<file path="src/rtl/rainbow_pkg.sv">
// Shared types and helpers for the rainbow LED sequencer.
// RAINBOW_BOUNCE_EN selects whether bounce mode exists in the mode sequence.
package rainbow_pkg;

    localparam int NUM_PHASES = 6;
    localparam logic [NUM_PHASES-1:0] DEF_INIT_PATTERN = 6'b000111;

    typedef enum logic [1:0] {
        MODE_ROT_L  = 2'd0,
        MODE_ROT_R  = 2'd1,
        MODE_BOUNCE = 2'd2,
        MODE_BLINK  = 2'd3
    } mode_e;

    typedef enum logic [1:0] {
        IDLE  = 2'd0,
        RUN   = 2'd1,
        PAUSE = 2'd2
    } seq_state_e;

    function automatic logic [NUM_PHASES-1:0] rot_l(
        input logic [NUM_PHASES-1:0] p
    );
        return {p[NUM_PHASES-2:0], p[NUM_PHASES-1]};
    endfunction

    function automatic logic [NUM_PHASES-1:0] rot_r(
        input logic [NUM_PHASES-1:0] p
    );
        return {p[0], p[NUM_PHASES-1:1]};
    endfunction

    function automatic mode_e next_mode(input mode_e m);
        logic [1:0] nxt;
`ifdef RAINBOW_BOUNCE_EN
        nxt = m + 2'd1;
`else
        // Bounce is skipped: 0 -> 1 -> 3 -> 0
        unique case (m)
            MODE_ROT_L: nxt = MODE_ROT_R;
            MODE_ROT_R: nxt = MODE_BLINK;
            default:    nxt = MODE_ROT_L;
        endcase
`endif
        return mode_e'(nxt);
    endfunction

endpackage

</file>
<file path="src/rtl/rainbow_sequencer_if.sv">
// Control/status bundle between the rainbow sequencer and its user.
// The master drives run and button pulses; the slave returns pattern state.
interface rainbow_sequencer_if;
    import rainbow_pkg::*;

    logic                  run;
    logic                  btn_mode;
    logic                  btn_speed;
    logic [NUM_PHASES-1:0] pattern;
    logic                  step;
    logic [1:0]            mode;
    logic [1:0]            speed;

    modport master (
        output run, btn_mode, btn_speed,
        input  pattern, step, mode, speed
    );

    modport slave (
        input  run, btn_mode, btn_speed,
        output pattern, step, mode, speed
    );

endinterface

</file>
<file path="src/rtl/rainbow_tick.sv">
// Step prescaler: counts enabled cycles and pulses tick at the
// terminal count (BASE_INTERVAL >> speed) - 1, then wraps.
module rainbow_tick #(
    parameter int BASE_INTERVAL = 2000000,
    localparam int CW = $clog2(BASE_INTERVAL)
) (
    input  logic       clk,
    input  logic       rst,
    input  logic       enable,
    input  logic       clear,
    input  logic [1:0] speed,
    output logic       tick
);

    logic [CW-1:0] cnt;
    logic [CW-1:0] term;

    always_comb begin
        term = CW'((BASE_INTERVAL >> speed) - 1);
        // A clear on the same cycle suppresses the tick
        tick = enable && !clear && (cnt == term);
    end

    always_ff @(posedge clk or posedge rst) begin
        if (rst) begin
            cnt <= '0;
        end else if (clear) begin
            cnt <= '0;
        end else if (enable) begin
            cnt <= tick ? '0 : cnt + CW'(1);
        end
    end

endmodule

</file>
<file path="src/rtl/rainbow_sequencer.sv">
// Six-phase rainbow LED sequencer: run/pause FSM, mode and speed
// registers, pattern update. Optional bounce mode via RAINBOW_BOUNCE_EN.
module rainbow_sequencer
    import rainbow_pkg::*;
#(
    parameter int BASE_INTERVAL = 2000000,
    parameter logic [NUM_PHASES-1:0] INIT_PATTERN = DEF_INIT_PATTERN
) (
    input logic          clk,
    input logic          rst,
    rainbow_sequencer_if.slave bus
);

    seq_state_e            state;
    mode_e                 mode_q;
    logic [1:0]            speed_q;
    logic [NUM_PHASES-1:0] pattern_q;
    logic [NUM_PHASES-1:0] pattern_nxt;
    logic                  step_q;
    logic                  tick;
    logic                  cnt_clear;
    logic                  cnt_en;

`ifdef RAINBOW_BOUNCE_EN
    logic [2:0] bounce_cnt;
    logic       dir_right;
`endif

    assign cnt_clear = bus.btn_mode | bus.btn_speed;
    assign cnt_en    = (state == RUN);

    rainbow_tick #(
        .BASE_INTERVAL (BASE_INTERVAL)
    ) u_tick (
        .clk    (clk),
        .rst    (rst),
        .enable (cnt_en),
        .clear  (cnt_clear),
        .speed  (speed_q),
        .tick   (tick)
    );

    always_comb begin
        pattern_nxt = pattern_q;
        unique case (1'b1)
            (mode_q == MODE_ROT_L):  pattern_nxt = rot_l(pattern_q);
            (mode_q == MODE_ROT_R):  pattern_nxt = rot_r(pattern_q);
`ifdef RAINBOW_BOUNCE_EN
            (mode_q == MODE_BOUNCE): pattern_nxt = dir_right ?
                                         rot_r(pattern_q) :
                                         rot_l(pattern_q);
`else
            (mode_q == MODE_BOUNCE): pattern_nxt = pattern_q;
`endif
            (mode_q == MODE_BLINK):  pattern_nxt = ~pattern_q;
        endcase
    end

    always_ff @(posedge clk or posedge rst) begin
        if (rst) begin
            state     <= IDLE;
            mode_q    <= MODE_ROT_L;
            speed_q   <= 2'd0;
            pattern_q <= INIT_PATTERN;
            step_q    <= 1'b0;
`ifdef RAINBOW_BOUNCE_EN
            bounce_cnt <= 3'd0;
            dir_right  <= 1'b0;
`endif
        end else begin
            step_q <= 1'b0;

            case (state)
                IDLE:    if (bus.run)  state <= RUN;
                RUN:     if (!bus.run) state <= PAUSE;
                PAUSE:   if (bus.run)  state <= RUN;
                default: state <= IDLE;
            endcase

            if (bus.btn_speed) begin
                speed_q <= speed_q + 2'd1;
            end

            // Buttons win over a coincident tick; tick is already gated
            if (bus.btn_mode) begin
                mode_q    <= next_mode(mode_q);
                pattern_q <= INIT_PATTERN;
`ifdef RAINBOW_BOUNCE_EN
                bounce_cnt <= 3'd0;
                dir_right  <= 1'b0;
`endif
            end else if (tick) begin
                step_q    <= 1'b1;
                pattern_q <= pattern_nxt;
`ifdef RAINBOW_BOUNCE_EN
                if (mode_q == MODE_BOUNCE) begin
                    if (bounce_cnt == 3'd5) begin
                        bounce_cnt <= 3'd0;
                        dir_right  <= ~dir_right;
                    end else begin
                        bounce_cnt <= bounce_cnt + 3'd1;
                    end
                end
`endif
            end
        end
    end

    assign bus.pattern = pattern_q;
    assign bus.step    = step_q;
    assign bus.mode    = mode_q;
    assign bus.speed   = speed_q;

endmodule
</file>
<file path="src/flat_wrapper.sv">
// flat-port wrapper written by rule: the top's interface ports become plain ports
module rainbow_sequencer_flat import rainbow_pkg::*;
#(
    parameter int BASE_INTERVAL = 2000000,
    parameter logic [NUM_PHASES-1:0] INIT_PATTERN = DEF_INIT_PATTERN
)
  (clk, rst, bus_run, bus_btn_mode, bus_btn_speed, bus_pattern, bus_step, bus_mode, bus_speed);
  rainbow_sequencer_if bus_i ();
  input logic clk;
  input logic rst;
  input wire logic [$bits(bus_i.run)-1:0] bus_run;
  input wire logic [$bits(bus_i.btn_mode)-1:0] bus_btn_mode;
  input wire logic [$bits(bus_i.btn_speed)-1:0] bus_btn_speed;
  output wire logic [$bits(bus_i.pattern)-1:0] bus_pattern;
  output wire logic [$bits(bus_i.step)-1:0] bus_step;
  output wire logic [$bits(bus_i.mode)-1:0] bus_mode;
  output wire logic [$bits(bus_i.speed)-1:0] bus_speed;
  assign bus_i.run = bus_run;
  assign bus_i.btn_mode = bus_btn_mode;
  assign bus_i.btn_speed = bus_btn_speed;
  assign bus_pattern = bus_i.pattern;
  assign bus_step = bus_i.step;
  assign bus_mode = bus_i.mode;
  assign bus_speed = bus_i.speed;
  rainbow_sequencer #(.BASE_INTERVAL(BASE_INTERVAL), .INIT_PATTERN(INIT_PATTERN)) u_core (.clk(clk), .rst(rst), .bus(bus_i));
endmodule
</file>
<file path="config.mk">
export PLATFORM = sky130hd
export DESIGN_NAME = rainbow_sequencer_flat
export DESIGN_NICKNAME = d
export VERILOG_FILES = /design/src/rtl/rainbow_pkg.sv /design/src/rtl/rainbow_sequencer_if.sv /design/src/rtl/rainbow_tick.sv /design/src/rtl/rainbow_sequencer.sv /design/src/flat_wrapper.sv
export SDC_FILE = /design/constraint.sdc
export NUM_CORES = 1
export LEC_CHECK = 0
export ABC_AREA = 0
export CAP_MARGIN = 10
export CORE_ASPECT_RATIO = 2
export CORE_UTILIZATION = 25
export CTS_CLUSTER_DIAMETER = 50
export CTS_CLUSTER_SIZE = 8
export DETAILED_ROUTE_END_ITERATION = 10
export MAX_ROUTING_LAYER = met4
export SETUP_SLACK_MARGIN = 0.5
export SLEW_MARGIN = 5
export SYNTH_ARGS = -nofsm -noshare
export SYNTH_HDL_FRONTEND = slang
export SYNTH_SLANG_ARGS = --single-unit
</file>
<file path="constraint.sdc">
create_clock -name clk -period 7.1 [get_ports clk]
set_input_delay 1.42 -clock clk [delete_from_list [all_inputs] [get_ports clk]]
set_output_delay 1.42 -clock clk [all_outputs]
set_load 0.02 [all_outputs]
</file>
Word-level counts from Yosys, hierarchy flattened
Cells that the tools add are included.
{"block": "totals", "reg_bits": 34, "wordCells": 43}
{"block": "op_classes", "bitwise_logic": 2, "n_addsub": 3, "mux": 12, "shift": 1, "n_eq_ne": 9, "reduce_logical": 10}
{"cell": "$mux 21", "count": 3}
{"cell": "$add 21x1->21 const B", "count": 1}
{"cell": "$eq 21x21->1", "count": 1}
{"cell": "$shr 21x2->21 const A", "count": 1}
{"cell": "$sub 21x2->21 const B", "count": 1}
{"cell": "$pmux 6 s3", "count": 1}
{"cell": "$mux 6", "count": 2}
{"cell": "$pmux 2 s2", "count": 2}
{"cell": "$eq 2x2->1 const B", "count": 3}
{"cell": "$not 6->6", "count": 1}
{"cell": "$eq 2x1->1 const B", "count": 2}
{"cell": "$logic_not 2->1", "count": 2}
{"cell": "$mux 2", "count": 2}
{"cell": "$ne 2x2->1 const B", "count": 2}
{"cell": "$reduce_and 2->1", "count": 2}
{"cell": "$reduce_bool 2->1", "count": 2}
{"cell": "$add 2x1->2 const B", "count": 1}
{"cell": "$logic_and 1x1->1", "count": 2}
{"cell": "$mux 1", "count": 2}
{"cell": "$ne 2x1->1 const B", "count": 1}
{"cell": "$reduce_or 2->1", "count": 1}
{"cell": "$logic_not 1->1", "count": 1}
{"cell": "$or 1x1->1", "count": 1}

Depth between registers and ports, before layout
Gate-level depths: netlist of the first run.
{"block": "logic_depth", "depth_word": 7, "mapped_depth": 9}

By module
Synthesis of the first run repeated with hierarchy kept, for this count alone.
{"block": "hier_totals", "cells_unflattened": 231, "hier_area_um2": 2238.4}
{"module": "rainbow_tick", "instances": 1, "area_per_inst_um2": 1590.3, "cells_each": 171}
{"module": "rainbow_sequencer", "instances": 1, "area_per_inst_um2": 648.1, "cells_each": 60}

Least setup slack after synthesis of the first run
OpenSTA, ideal clock, no wires.
{"block": "synth_timing", "path_kind": "input port to flip-flop", "from": "input port bus_btn_mode", "to": "register u_core.u_tick.cnt[17]", "path_stages": 6, "arrival_ps": 2594, "t_required_ps": 7017, "slack_ps": 4423, "setup_ps": 83, "cell_sequence": "or2_2 clkbuf_1 nor2_1 clkbuf_1 nand2_1 o21ai_0"}
{"block": "synth_between", "elab_chain_len": 7}
{"item": "start: declaration", "line_no": "flat_wrapper.sv:12", "source": "input wire logic [$bits(bus_i.btn_mode)-1:0] bus_btn_mode;"}
{"item": "$or 1x1->1 (*)", "line_no": "rainbow_sequencer.sv:29", "source": "assign cnt_clear = bus.btn_mode | bus.btn_speed;"}
{"item": "$logic_not 1->1", "line_no": "rainbow_tick.sv:21", "source": "tick = enable && !clear && (cnt == term);"}
{"item": "$logic_and 1x1->1 (2 in a row)", "line_no": "rainbow_tick.sv:21"}
{"item": "$mux 21", "line_no": "rainbow_tick.sv:30", "source": "cnt <= tick ? '0 : cnt + CW'(1);"}
{"item": "$mux 21", "line_no": "rainbow_tick.sv:29", "source": "end else if (enable) begin"}
{"item": "$mux 21", "line_no": "rainbow_tick.sv:27", "source": "end else if (clear) begin"}
{"item": "end signal: assignment", "line_no": "rainbow_tick.sv:30"}
{"item": "end: declaration", "line_no": "rainbow_tick.sv:15", "source": "logic [CW-1:0] cnt;"}
Every way passes the cells marked *; elsewhere a longest branch is shown, timed or not. The select of a mux whose other input is x is not followed.
A chain may end at the register's enable or synchronous reset.

Worst setup path after layout of the first run
{"block": "layout_timing", "from": "input port bus_btn_mode", "to": "register u_core.u_tick.cnt[12]"}
The elaborated chain is that of the path after synthesis.

==> results of run 1 <==
[layout make-up]
type	instances	area (sq um)	area share, %
clock buffer	7	143	5.29
clock inverter	1	30.0	1.11
inverter	10	37.5	1.39
multi-input combinational	208	1330	49.5
sequential	34	855	31.7
tap	102	128	4.73
timing repair buffer	18	170	6.31
[critical path: stages]
cell,delay (ns)
clkdlybuf4s50_1,0.63
or2_2,0.46
nor2_1,0.64
o21ai_1,0.46
o31ai_1,0.35
[sequential cells by signal, summed over array words and instances (netlist names)]
signal,flops
u_core.bus.mode,2
u_core.bus.speed,2
u_core.bus.step,1
u_core.u_tick.cnt,21
u_core.state,2
u_core.bus.pattern,6
[path summary, 6_finish.rpt]
check | from | end | slack, ns | cells past startpoint
hold reg to reg | u_core.state[0] | u_core.state[0] | 0.50 | 1
setup / recovery | bus_btn_mode | u_core.u_tick.cnt[12] | 3.33 | 5
min in group asynchronous | rst | u_core.bus.pattern[4] | 1.53 | 3
hold / removal | u_core.state[0] | u_core.state[0] | 0.50 | 1
setup reg to reg | u_core.bus.speed[0] | u_core.u_tick.cnt[19] | 3.94 | 8
max in group asynchronous | rst | u_core.bus.pattern[2] | 5.21 | 3
[layout by cell type, fill, tap and decap left out, drive strengths merged, types with 2 or more instances in the layout]
cell type      synthesis  layout
nand2b                 6       6
a211oi                 6       6
clkdlybuf4s50          0      15
nor3                   5       5
ha                     9       9
dfrtp                 31      31
xor2                  10      10
or3                    4       4
o31ai                  4       4
nand4                  6       6
buf                    7       2
nand3                 17      17
and4                   2       2
dfstp                  3       3
nor2                  24      24
o211ai                15      15
mux2i                 13      13
a221oi                 2       2
inv                   10      10
and3                   6       6
nor4                   2       2
a21boi                 2       2
nand2                 35      35
o21ai                 11      11
a211o                  2       2
nor2b                  2       2
a21oi                  5       5
nor4b                  2       2
o2111ai                2       2
clkbuf                 7       8
xnor2                  4       4
[power breakdown]
| group | leakage [nW] | internal, mW | switching [mW] |
|---|---|---|---|
| logic | 0.606 | 0.0784 | 0.0957 |
| clock network | 0.0841 | 0.175 | 0.0829 |
| registers | 0.452 | 0.205 | 0.0312 |
[synthesized netlist by cell type (3+ instances only)]
| master | instances |
|---|---|
| o31ai_1 | 4 |
| o211ai_1 | 15 |
| and3_1 | 6 |
| nand4_1 | 6 |
| a21oi_1 | 5 |
| nand3_1 | 17 |
| xor2_1 | 10 |
| or3_1 | 4 |
| a211oi_1 | 5 |
| nor2_1 | 23 |
| ha_1 | 9 |
| o21ai_0 | 10 |
| dfstp_2 | 3 |
| nand2_1 | 35 |
| xnor2_1 | 4 |
| clkbuf_1 | 7 |
| nor3_1 | 5 |
| dfrtp_1 | 31 |
| buf_2 | 3 |
| inv_1 | 10 |
| mux2i_1 | 13 |
| nand2b_1 | 6 |
[routing by layer]
metal  global-route usage, %  vias up  routed length, um
met3                    2.63       13                168
met5                       -        -                  0
met4                    10.6        0                284
met1                    12.6      990               2190
met2                    25.5       46               3380
li1                        -      981                  -
[per-stage QoR]
step	hold WS (ns)	instances	util, %	setup WS, ns	area, sq um
after CTS	0.503	378	30.0	3.36	2680
after global routing	0.527	380	30.1	3.23	2700
final	0.498	380	30.1	3.33	2700
after detailed placement	0.497	370	28.1	3.04	2510
after floorplan	0.458	266	-	4.42	2290
after global placement	0.474	370	28.1	3.13	2510
[cells by family (layout without fill, tap and decap cells)]
family                     count (synthesis)  in the layout  share of synthesized area (%)
adders and majority gates                  9              9                           4.91
and+or+nand+nor                          115            115                           24.4
xor gates and xnor gates                  14             14                           5.35
DFF                                       34             34                           37.3
muxes                                     14             14                           6.16
buffers and inverters                     24             36                           4.58
AOI/OAI and AO/OA                         56             56                           17.3
==> run_results.csv, run 1 <==
group,metric,value,unit
global_routing,antenna_found_initial,0,
flow_run,cap_viol_max_count,0,
timing,rsz0062_at_grt,"no",
route,wl_per_cell,15.8,um
die,dieArea,9580,sq um
timing,slew-limit-headroom,23.9,%
die,num_rows,49,
worst_setup_path,critPathKind,"input port to flip-flop",
die,dieWidth,69.7,um
route,vias,2030,
die,coreArea,8950,sq um
outcome,violations,"design-rule violations",
clock_network,clockBufferDepth,2,
worst_setup_path,arrival,3.96,ns
worst_setup_path,crit_required,7.29,ns
layout,final_nets,291,
clock_network,cts_resized,0,
timing,fmax,0.265,GHz
pwr,ir_drop,0.0000811,V
clock_network,clock-root-buffer,"clkbuf_16",
route,wirelength,6.02,mm
timing,fin_crit_sh,53.1,%
clock_network,cts_tree,"yes",
global_routing,grt_util_all_layers,14.0,%
clock_network,cts.sinks,34,
synthesis,synth.distinct_cells,48,
layout,synthToLayoutAreaGrowth,17.6,%
clock_network,cts_setup_buffers,0,
synthesis,yosysTopAreaCellShare,33.8,%
synthesis,yosysTopAreaCell,"dfrtp_1",
synthesis,avgSynthCellArea,8.62,sq um
synthesis,yosysSeqAreaShare,37.3,%
layout,diodes,0,
synthesis,ys.flop_type,"dfrtp_1",
route,drt_pre_antenna_iters,7,
synthesis,synth_seq_cells,34,
synthesis,yosys-top-cells-area,"dfrtp_1 (34%), nand2_1 (5.7%), mux2i_1 (5.7%), ha_1 (4.9%), o211ai_1 (4.9%)",
pwr,power.density,248,nW/um^2
timing,maxSlewViolCount,0,
global_routing,grt_first_pass_wirelength,9.86,mm
die,start_util,25.6,%
die,die_h,137,um
layout,layout-drive-gt1-share,6.12,%
route,drt_iter0_drc,143,
clock_network,cts.reportedPaths.clkPinSlew,0.05,ns
clock_network,worstSkewPairLatency,0.29,ns
timing,hold_viol_final,0,
worst_setup_path,end_kind,"flip-flop",
timing,worstMarginPinSlew,1.13,ns
die,ios,16,
hold_path,worstHoldPathType,"flip-flop to flip-flop",
clock_network,ctsHoldBuffers,0,
synthesis,syn_nets,280,
worst_setup_path,setup.worst_path.start_class,"input port",
global_routing,grt_pass1_vias,2031,
pwr,power,0.668,mW
layout,fillers,932,
pwr,p_leak,1.14,nW
global_routing,grt_max_degree,35,
global_routing,gr-total-overflow,0,
route,vias_per_cell,5.34,
route,drc,2,
timing,setup_viol,0,
synthesis,synthArstFlopShare,100,%
placed_design,gp_congestion,0.860,
synthesis,synthCells,266,
synthesis,synth_area,2290,sq um
worst_setup_path,path_max_fanout,14,
route,ant_nets,0,
timing,clock_skew,0.00340,ns
timing,tns,0,ns
synthesis,ys_warn_count,0,
placed_design,portBuffers,15,
clock_network,htree_num_levels,2,
clock_network,numCtsBuffers,5,
placed_design,hpwl,4.52,mm
timing,layout_min_cycle_time,3.77,ns
outcome,status,"complete, but fails checks",
synthesis,synth-edff-count,0,
Note: power is estimated with default switching activity, not from simulation.
==> run 2, diff against run 1 <==
- clock period: 7.1 -> 3.5 ns (I/O delays scaled with it)
==> run 2 against run 1 <==
Compared with the run above:
- final cell count grew 2.1%
- first-iteration DRC count fell by 1.4%
- total power grew 110%
- die area unchanged
- the run now ends clean
- worst setup slack worse by 2.7 ns
- critical path type is now flip-flop to flip-flop
==> run_results.csv, run 2 (synthesis gave the netlist of run 1 again) <==
group,metric,value,unit
global_routing,grt_pass1_vias,2083,
die,ios,16,
outcome,status,"finished, final reports clean",
timing,layout_min_cycle_time,2.85,ns
timing,clock_skew,0.00482,ns
layout,mostFrequentLayoutCells,"nand2_1 (35), dfrtp_1 (31), nor2_1 (23)",
route,drt_iter0_drc,141,
placed_design,portBuffers,15,
timing,rsz0062_at_grt,"no",
layout,regArea,855,sq um
worst_setup_path,setup.worst_path.start_class,"flip-flop",
layout,multi_input_area,1330,sq um
clock_network,ctsHoldBuffers,0,
clock_network,cts_resized,0,
global_routing,grt_util_all_layers,14.5,%
clock_network,numCtsBuffers,5,
die,coreArea,8950,sq um
route,vias_per_cell,5.33,
timing,tns,0,ns
timing,worstMarginPinSlew,0.473,ns
pwr,p_leak,1.19,nW
clock_network,cts.sinks,34,
timing,slew-limit-headroom,68.5,%
clock_network,cts_tree,"yes",
route,drt_pre_antenna_iters,5,
layout,diodes,0,
route,ant_nets,0,
worst_setup_path,arrival,3.01,ns
route,wl_per_cell,15.9,um
die,die_h,137,um
placed_design,hpwl,4.48,mm
global_routing,grt_first_pass_wirelength,10.3,mm
placed_design,gp_congestion,0.861,
layout,layout-drive-gt1-share,9.09,%
die,num_rows,49,
timing,setup_viol,0,
worst_setup_path,end_kind,"flip-flop",
layout,top_register,"u_core.u_tick.cnt",
clock_network,cts_setup_buffers,0,
die,dieArea,9580,sq um
route,drc,0,
timing,fin_crit_sh,81.4,%
hold_path,worstHoldPathType,"flip-flop to flip-flop",
die,start_util,25.6,%
timing,hold_viol_final,0,
layout,final_nets,299,
route,wirelength,6.17,mm
pwr,power.density,515,nW/um^2
clock_network,clock-root-buffer,"clkbuf_16",
layout,largest_reg_flops,21,
clock_network,worstSkewPairLatency,0.29,ns
layout,final_common_cell,"nand2_1",
layout,synthToLayoutAreaGrowth,21.2,%
layout,fillers,928,
layout,fin_util,31.1,%
timing,maxSlewViolCount,0,
die,dieWidth,69.7,um
worst_setup_path,critPathKind,"flip-flop to flip-flop",
clock_network,cts.reportedPaths.clkPinSlew,0.06,ns
worst_setup_path,crit_required,3.67,ns
global_routing,grt_max_degree,35,
clock_network,clockBufferDepth,2,
route,vias,2067,
global_routing,antenna_found_initial,0,
worst_setup_path,path_max_fanout,8,
pwr,ir_drop,0.000162,V
global_routing,gr-total-overflow,0,
timing,fmax,0.351,GHz
clock_network,htree_num_levels,2,
flow_run,cap_viol_max_count,0,
==> run 2: cell type report <==
| type | instances | share of cell area, % |
|---|---|---|
| Multi-Input combinational cell | 208 | 48.0 |
| Sequential cell | 34 | 30.7 |
| Timing Repair Buffer | 26 | 8.37 |
| Tap cell | 102 | 4.59 |
| Clock buffer | 5 | 4.50 |
| Clock inverter | 3 | 2.48 |
| Inverter | 10 | 1.35 |
==> run 2: final timing paths <==
check / cells past startpoint / start / slack, ns / end
min in group asynchronous: 3 / rst / 0.81 / u_core.bus.pattern[5]
max in group asynchronous: 3 / rst / 2.35 / u_core.bus.pattern[2]
hold / removal: 1 / u_core.state[0] / 0.50 / u_core.state[0]
hold reg to reg: 1 / u_core.state[0] / 0.50 / u_core.state[0]
setup reg to reg: 8 / u_core.bus.speed[0] / 0.65 / u_core.bus.pattern[4]
setup / recovery: 8 / u_core.bus.speed[0] / 0.65 / u_core.bus.pattern[4]
==> run 2: layer usage <==
metal	GRT usage [%]	wire length (um)
met4	10.9	354
met2	26.3	3330
met5	-	0
met1	13.2	2270
met3	2.93	209
==> run 2: where the power goes <==
| group | switching [mW] | leakage (nW) | internal (mW) | total [mW] |
|---|---|---|---|---|
| registers | 0.0572 | 0.452 | 0.415 | 0.473 |
| clock network | 0.186 | 0.0940 | 0.409 | 0.595 |
| logic | 0.202 | 0.645 | 0.162 | 0.364 |
| total | 0.445 | 1.19 | 0.987 | 1.43 |
==> run 2: worst max-delay path, stage by stage, from the launching register on <==
cell and delay (ns):
dfrtp_1 0.51, inv_1 0.15, ha_1 0.32, nand2b_1 0.19, a211o_1 0.31, a211oi_2 0.37
nor2_2 0.13, a2111o_1 0.56, mux2i_1 0.17
==> run 2: metrics by stage <==
step	hold WS [ns]	std cells	setup WS (ns)	total power, mW	instance area [sq um]
final	0.497	388	0.651	1.43	2780
after global routing	0.543	388	0.526	1.51	2780
after CTS	0.501	388	0.641	1.45	2780
after detailed placement	0.491	380	0.644	0.845	2590
after global placement	0.476	380	0.748	0.838	2590
after floorplan	0.458	266	0.829	0.727	2290
==> run 3, diff against run 2 <==
- clock period: 3.5 -> 2.4 ns (I/O delays scaled with it)
==> run 3 against run 2 <==
Compared with the run above:
- total power rose by 45%
- final area increased by 11%
- sequential share of layout area fell by 3.0 points
- register-to-register slack got worse by 0.64 ns
- sequential cell count is the same
==> run_results.csv, run 3 (synthesis gave the netlist of run 1 again) <==
group,metric,value,unit
global_routing,grt_pass1_vias,2165,
worst_setup_path,crit_required,2.56,ns
clock_network,ctsHoldBuffers,0,
global_routing,antenna_found_initial,0,
clock_network,worstSkewPairLatency,0.29,ns
worst_setup_path,max_stage_delay,0.51,ns
timing,slew-limit-headroom,68.8,%
timing,fmax,0.419,GHz
die,start_util,25.6,%
timing,maxSlewViolCount,0,
global_routing,gr-total-overflow,0,
global_routing,grt_first_pass_wirelength,11.1,mm
layout,multi_input_area,1470,sq um
hold_path,worstHoldPathType,"flip-flop to flip-flop",
timing,layout_min_cycle_time,2.39,ns
die,num_rows,49,
clock_network,cts.sinks,34,
route,wl_per_cell,16.8,um
die,coreArea,8950,sq um
layout,final_nets,322,
die,ios,16,
route,drt_iter0_drc,146,
pwr,power.switching,0.707,mW
timing,worstMarginPinSlew,0.468,ns
layout,regArea,857,sq um
worst_setup_path,cp_cell_sequence,"inv_4 > ha_4 > nand2b_4 > a211o_1 > a211oi_4 > nor2_2 > a2111o_1 > mux2i_1",
clock_network,cts_tree,"yes",
worst_setup_path,arrival,2.55,ns
worst_setup_path,setup.worst_path.start_class,"flip-flop",
worst_setup_path,crit_slowest_cell,"a2111o_1",
outcome,status,"finished, final reports clean",
pwr,combPwrFrac,34.9,%
route,drc,0,
clock_network,clockBufferDepth,2,
layout,final_common_cell,"nand2_1",
layout,top_register,"u_core.u_tick.cnt",
layout,mostFrequentLayoutCells,"nand2_1 (35), dfrtp_1 (29), buf_4 (27)",
layout,fillers,902,
clock_network,htree_num_levels,2,
clock_network,numCtsBuffers,5,
timing,clock_skew,0.00612,ns
die,die_h,137,um
worst_setup_path,path_max_fanout,6,
route,m1WireLength,2.32,mm
pwr,swShare,34.2,%
timing,hold_ws,0.495,ns
placed_design,hpwl,5.04,mm
pwr,intPower,1.36,mW
die,dieArea,9580,sq um
layout,diodes,0,
layout,largest_reg_flops,21,
layout,fin_util,34.6,%
timing,rsz0062_at_grt,"yes",
timing,hold_viol_final,0,
pwr,power,2.07,mW
placed_design,portBuffers,15,
route,highest_layer,"met4",
layout,synthToLayoutAreaGrowth,34.9,%
global_routing,grt_max_degree,35,
route,wirelength,6.92,mm
flow_run,cap_viol_max_count,0,
pwr,seq_power_share,32.6,%
global_routing,grt_util_all_layers,15.6,%
route,vias_per_cell,5.37,
timing,fin_crit_sh,99.5,%
clock_network,clock-root-buffer,"clkbuf_16",
route,vias,2207,
timing,tns,0,ns
route,wl_met2,3.99,mm
route,ant_nets,0,
pwr,p_leak,1.33,nW
layout,layout-drive-gt1-share,24.3,%
pwr,power.density,669,nW/um^2
worst_setup_path,critPathKind,"flip-flop to flip-flop",
route,met3_length,197,um
pwr,clkPwrFrac,32.6,%
route,drt_pre_antenna_iters,4,
placed_design,gp_congestion,0.866,
clock_network,cts.reportedPaths.clkPinSlew,0.06,ns
worst_setup_path,end_kind,"flip-flop",
die,dieWidth,69.7,um
pwr,ir_drop,0.000246,V
timing,setup_viol,0,
[run 3: worst max-delay path: cells and delay by family, from the launching register on]
family          cells  cell delay (ns)
compound gates      3             1.11
flops               1             0.46
simple gates        2             0.21
mux                 1             0.17
buf+inv             1             0.10
fa+ha+maj           1             0.20
[run 3: power by group through the flow]
stage	Clock, mW	Combinational [mW]	Sequential [mW]
4_1_cts	0.685	0.714	0.672
3_3_place_gp	0	0.674	0.677
3_5_place_dp	0	0.695	0.682
6_report	0.674	0.721	0.674
5_1_grt	0.705	0.787	0.681
2_1_floorplan	0	0.429	0.703
[run 3: metrics by stage]
stage / cell area, sq um / std cells / setup WS [ns]
after floorplan: 2340 / 266 / 0.0583
after detailed placement: 2720 / 393 / -0.0572
after global placement: 2720 / 393 / -0.0622
after global routing: 3090 / 411 / -0.0775
after CTS: 3000 / 408 / 0.00830
final: 3090 / 411 / 0.0125
[run 3: final timing paths]
| check | startpoint | to | cells after the start | slack, ns |
|---|---|---|---|---|
| setup / recovery | u_core.bus.speed[1] | u_core.bus.pattern[4] | 8 | 0.01 |
| hold / removal | u_core.state[0] | u_core.state[0] | 1 | 0.50 |
| setup reg to reg | u_core.bus.speed[1] | u_core.bus.pattern[4] | 8 | 0.01 |
| hold reg to reg | u_core.state[0] | u_core.state[0] | 1 | 0.50 |
| max in group asynchronous | rst | u_core.bus.speed[1] | 3 | 1.44 |
| min in group asynchronous | rst | u_core.bus.pattern[4] | 3 | 0.60 |
[run 3: layout make-up]
| cell class | count | area share [%] |
|---|---|---|
| multi-input combinational | 208 | 47.5 |
| sequential | 34 | 27.7 |
| timing repair buffer | 49 | 14.4 |
| clock buffer | 6 | 4.49 |
| tap | 102 | 4.13 |
| inverter | 10 | 1.38 |
| clock inverter | 2 | 0.405 |
[run 3: routing by layer]
metal / global-route usage, % / up-vias
li1: - / 1040
met1: 13.5 / 1088
met2: 29.0 / 56
met3: 2.49 / 23
met4: 12.8 / 0
met5: - / -
[run 3: repair_timing]
item,CTS,global route
setup endpoints to repair,33,28
pin swaps,20,16
resized for setup,28,16
gates cloned,1,1
buffers inserted,6,2
==> RTL change, RTL diff (config.mk and constraints of run 1) <==
Encoding of `seq_state_e`: now one-hot (3 bits for 3 states).
--- a/src/rtl/rainbow_pkg.sv
+++ b/src/rtl/rainbow_pkg.sv
@@ -12,10 +12,10 @@
         MODE_BLINK  = 2'd3
     } mode_e;
 
-    typedef enum logic [1:0] {
-        IDLE  = 2'd0,
-        RUN   = 2'd1,
-        PAUSE = 2'd2
+    typedef enum logic [2:0] {
+        IDLE  = 3'b001,
+        RUN   = 3'b010,
+        PAUSE = 3'b100
     } seq_state_e;
 
     function automatic logic [NUM_PHASES-1:0] rot_l(
Formal check against the unedited RTL: same outputs for any inputs over 10 cycles, from zero or initial values and one cycle with rst high; not proved beyond that.
==> RTL change against run 1 <==
  * Sequential cell count grew 1
  * Critical path depth is 2 higher
  * Final area down 2.8%
  * Routed wire length down 8.9%
  * Worst setup slack lost 400 ps
  * Global-route usage is 0.12 points lower
  * Total power up 4.2%
  * Area after synthesis down 3.3%
  * Highest routed layer unchanged
==> RTL change: results (changes against run 1) <==
Place
  – Routability cong.: 0.810 (-5.8%)
  – Post-Place Cell Area: 2450 um^2 (-2.5%)
  – Post-DP HPWL: 3990 um (-12%)
  – Input/output buffers: 15 (unchanged)
  – Pre-CTS WS: 2650 ps (-392 ps)

Finish
  – Largest register FFs: 21 (unchanged)
  – Final std cells w/o fill: 353 (-7.1%)
  – Layout cell share with drive strength beyond 1: 8.70% (+2.6 points)
  – Final #Nets: 266 (-8.6%)

Synthesis
  – Async SR Flop Fraction: 100% (unchanged)
  – Multiplexer area fraction after synthesis: 3.27% (-2.9 points)
  – Compound-gate portion of the synthesized area: 18.2% (+0.87 points)
  – Syn_area_per_cell: 9.20 um^2 (+6.8%)
  – Synth Area in Adders: 5.08% (+0.17 points)
  – Register area share after synthesis: 39.7% (+2.4 points)
  – Synth Area in XOR/XNOR: 3.95% (-1.4 points)
  – Synth warnings: 0 (unchanged)
  – Synth top area cells: dfrtp_1 35%, ha_1 5.1%, dfstp_2 4.7%
  – Synth unique cells: 49 (+2.1%)
  – Ys flop type: dfrtp_1
  – Post-Syn Nets: 255 (-8.9%)
  – Synth top cells by count: 31 x dfrtp_1, 24 x nand2_1, 13 x nor3_1, 12 x nand3_1, 11 x nor2_1

Clocking
  – Clock-pin slew on the worst setup and hold paths: approximately 60 ps
  – Clock tree buffer depth: 2 (unchanged)
  – H-Tree Level Count: 2 (unchanged)
  – PostCTS Resize Cnt: 0 (unchanged)
  – TritonCTS Buffers: 5 (unchanged)
  – Clock Latency Late Sink: 290 ps (about the same)

Power
  – Worst IR Drop VDD: 0.0000909 V (+12%)
  – Leakage: 1.14 nW (+0.11%)

Critical path
  – Kind of cell adding the most delay to the critical path: simple AND/OR/NAND/NOR gates
  – Critical path's largest stage delay: 830 ps (+190 ps)
  – Slowest-stage cell, CP: nor4b_2
  – CP Max Fanout: 31 (+17)
  – Reg2Reg Depth: 6 (-2)
  – Crit path arrival time: 4360 ps (+400 ps)

Global routing
  – Vias in the first global route: 1898 (-6.5%)
  – Largest net degree at the start of global routing: 36 (+2.9%)
  – Initial antenna violation count: 0 (unchanged)
  – GRT Total Usage: 13.8% (-0.12 points)
  – Global-route wire length before repair: 8930 um (-9.5%)

Drt
  – Wire length per cell: 15.5 um (-1.9%)
  – DRT Pass-1 Iters: 5 (-2)
  – Vias per inst: 5.26 (-1.5%)
  – DR iter-0 viols: 112 (-22%)

STA
  – Rel. slew slack: 30.2% (+6.3 points)
  – Fin Clk Skew: 1.94 ps (-1.46 ps)
  – Final count of pins violating max slew: 0 (unchanged)

Run status
  – Status: complete, no violations

Flow run
  – Max-Cap Viols: 0 (unchanged)
-- RTL change: cell count changes in the layout (fill, tap and decap cells not counted), moves of 8 or more --
cell / before / now
o211ai_1: 15 / 3
mux2i_1: 13 / 5
a21o_1: 0 / 9
nor2_1: 23 / 11
nor3_1: 5 / 13
nand2_1: 35 / 24
-- RTL change: kinds of logic (layout without fill, tap and decap cells) --
kind of cell	Yosys count	count (layout)
adder cells (fa/ha/maj)	9	9
AO/OA/AOI/OAI	57	57
buffers and inverters	20	32
AND/OR/NAND/NOR	103	103
XOR/XNOR	10	10
multiplexers	7	7
flip-flops	35	35
-- RTL change: report_power, final --
group / switching, mW / internal [mW]
Sequential: 0.0330 / 0.216
Clock: 0.0873 / 0.175
Combinational: 0.0999 / 0.0852
Total: 0.220 / 0.476
-- RTL change: path summary, 6_finish.rpt --
check	startpoint	end	slack, ps
worst min register to register	u_core.u_tick.cnt[20]$_DFFE_PP0P_	u_core.u_tick.cnt[20]$_DFFE_PP0P_	540
worst max register to register	u_core.state[2]$_DFFE_PP0P_	u_core.bus.pattern[3]$_DFFE_PP0P_	3800
worst min-delay path	u_core.u_tick.cnt[20]$_DFFE_PP0P_	u_core.u_tick.cnt[20]$_DFFE_PP0P_	540
max in group asynchronous	rst	u_core.bus.pattern[2]$_DFFE_PP1P_	5210
min in group asynchronous	rst	u_core.state[1]$_DFFE_PP0P_	1530
worst max-delay path	bus_btn_mode	u_core.bus.pattern[3]$_DFFE_PP0P_	2930
-- RTL change: layout make-up --
cell class,instances,area (um^2)
clock buffers,6,139
clock inverters,2,35.0
fillers,894,5970
inverters,7,26.3
multi-input cells,186,1250
flip-flops and latches,35,881
well taps,100,125
repair buffers,17,165
-- RTL change: layer usage --
layer / vias up / global-route usage [%] / wire length (um)
li1: 905 / - / -
met1: 900 / 12.5 / 2010
met2: 38 / 24.4 / 3100
met3: 15 / 2.78 / 143
met4: 0 / 9.49 / 231
met5: - / - / 0
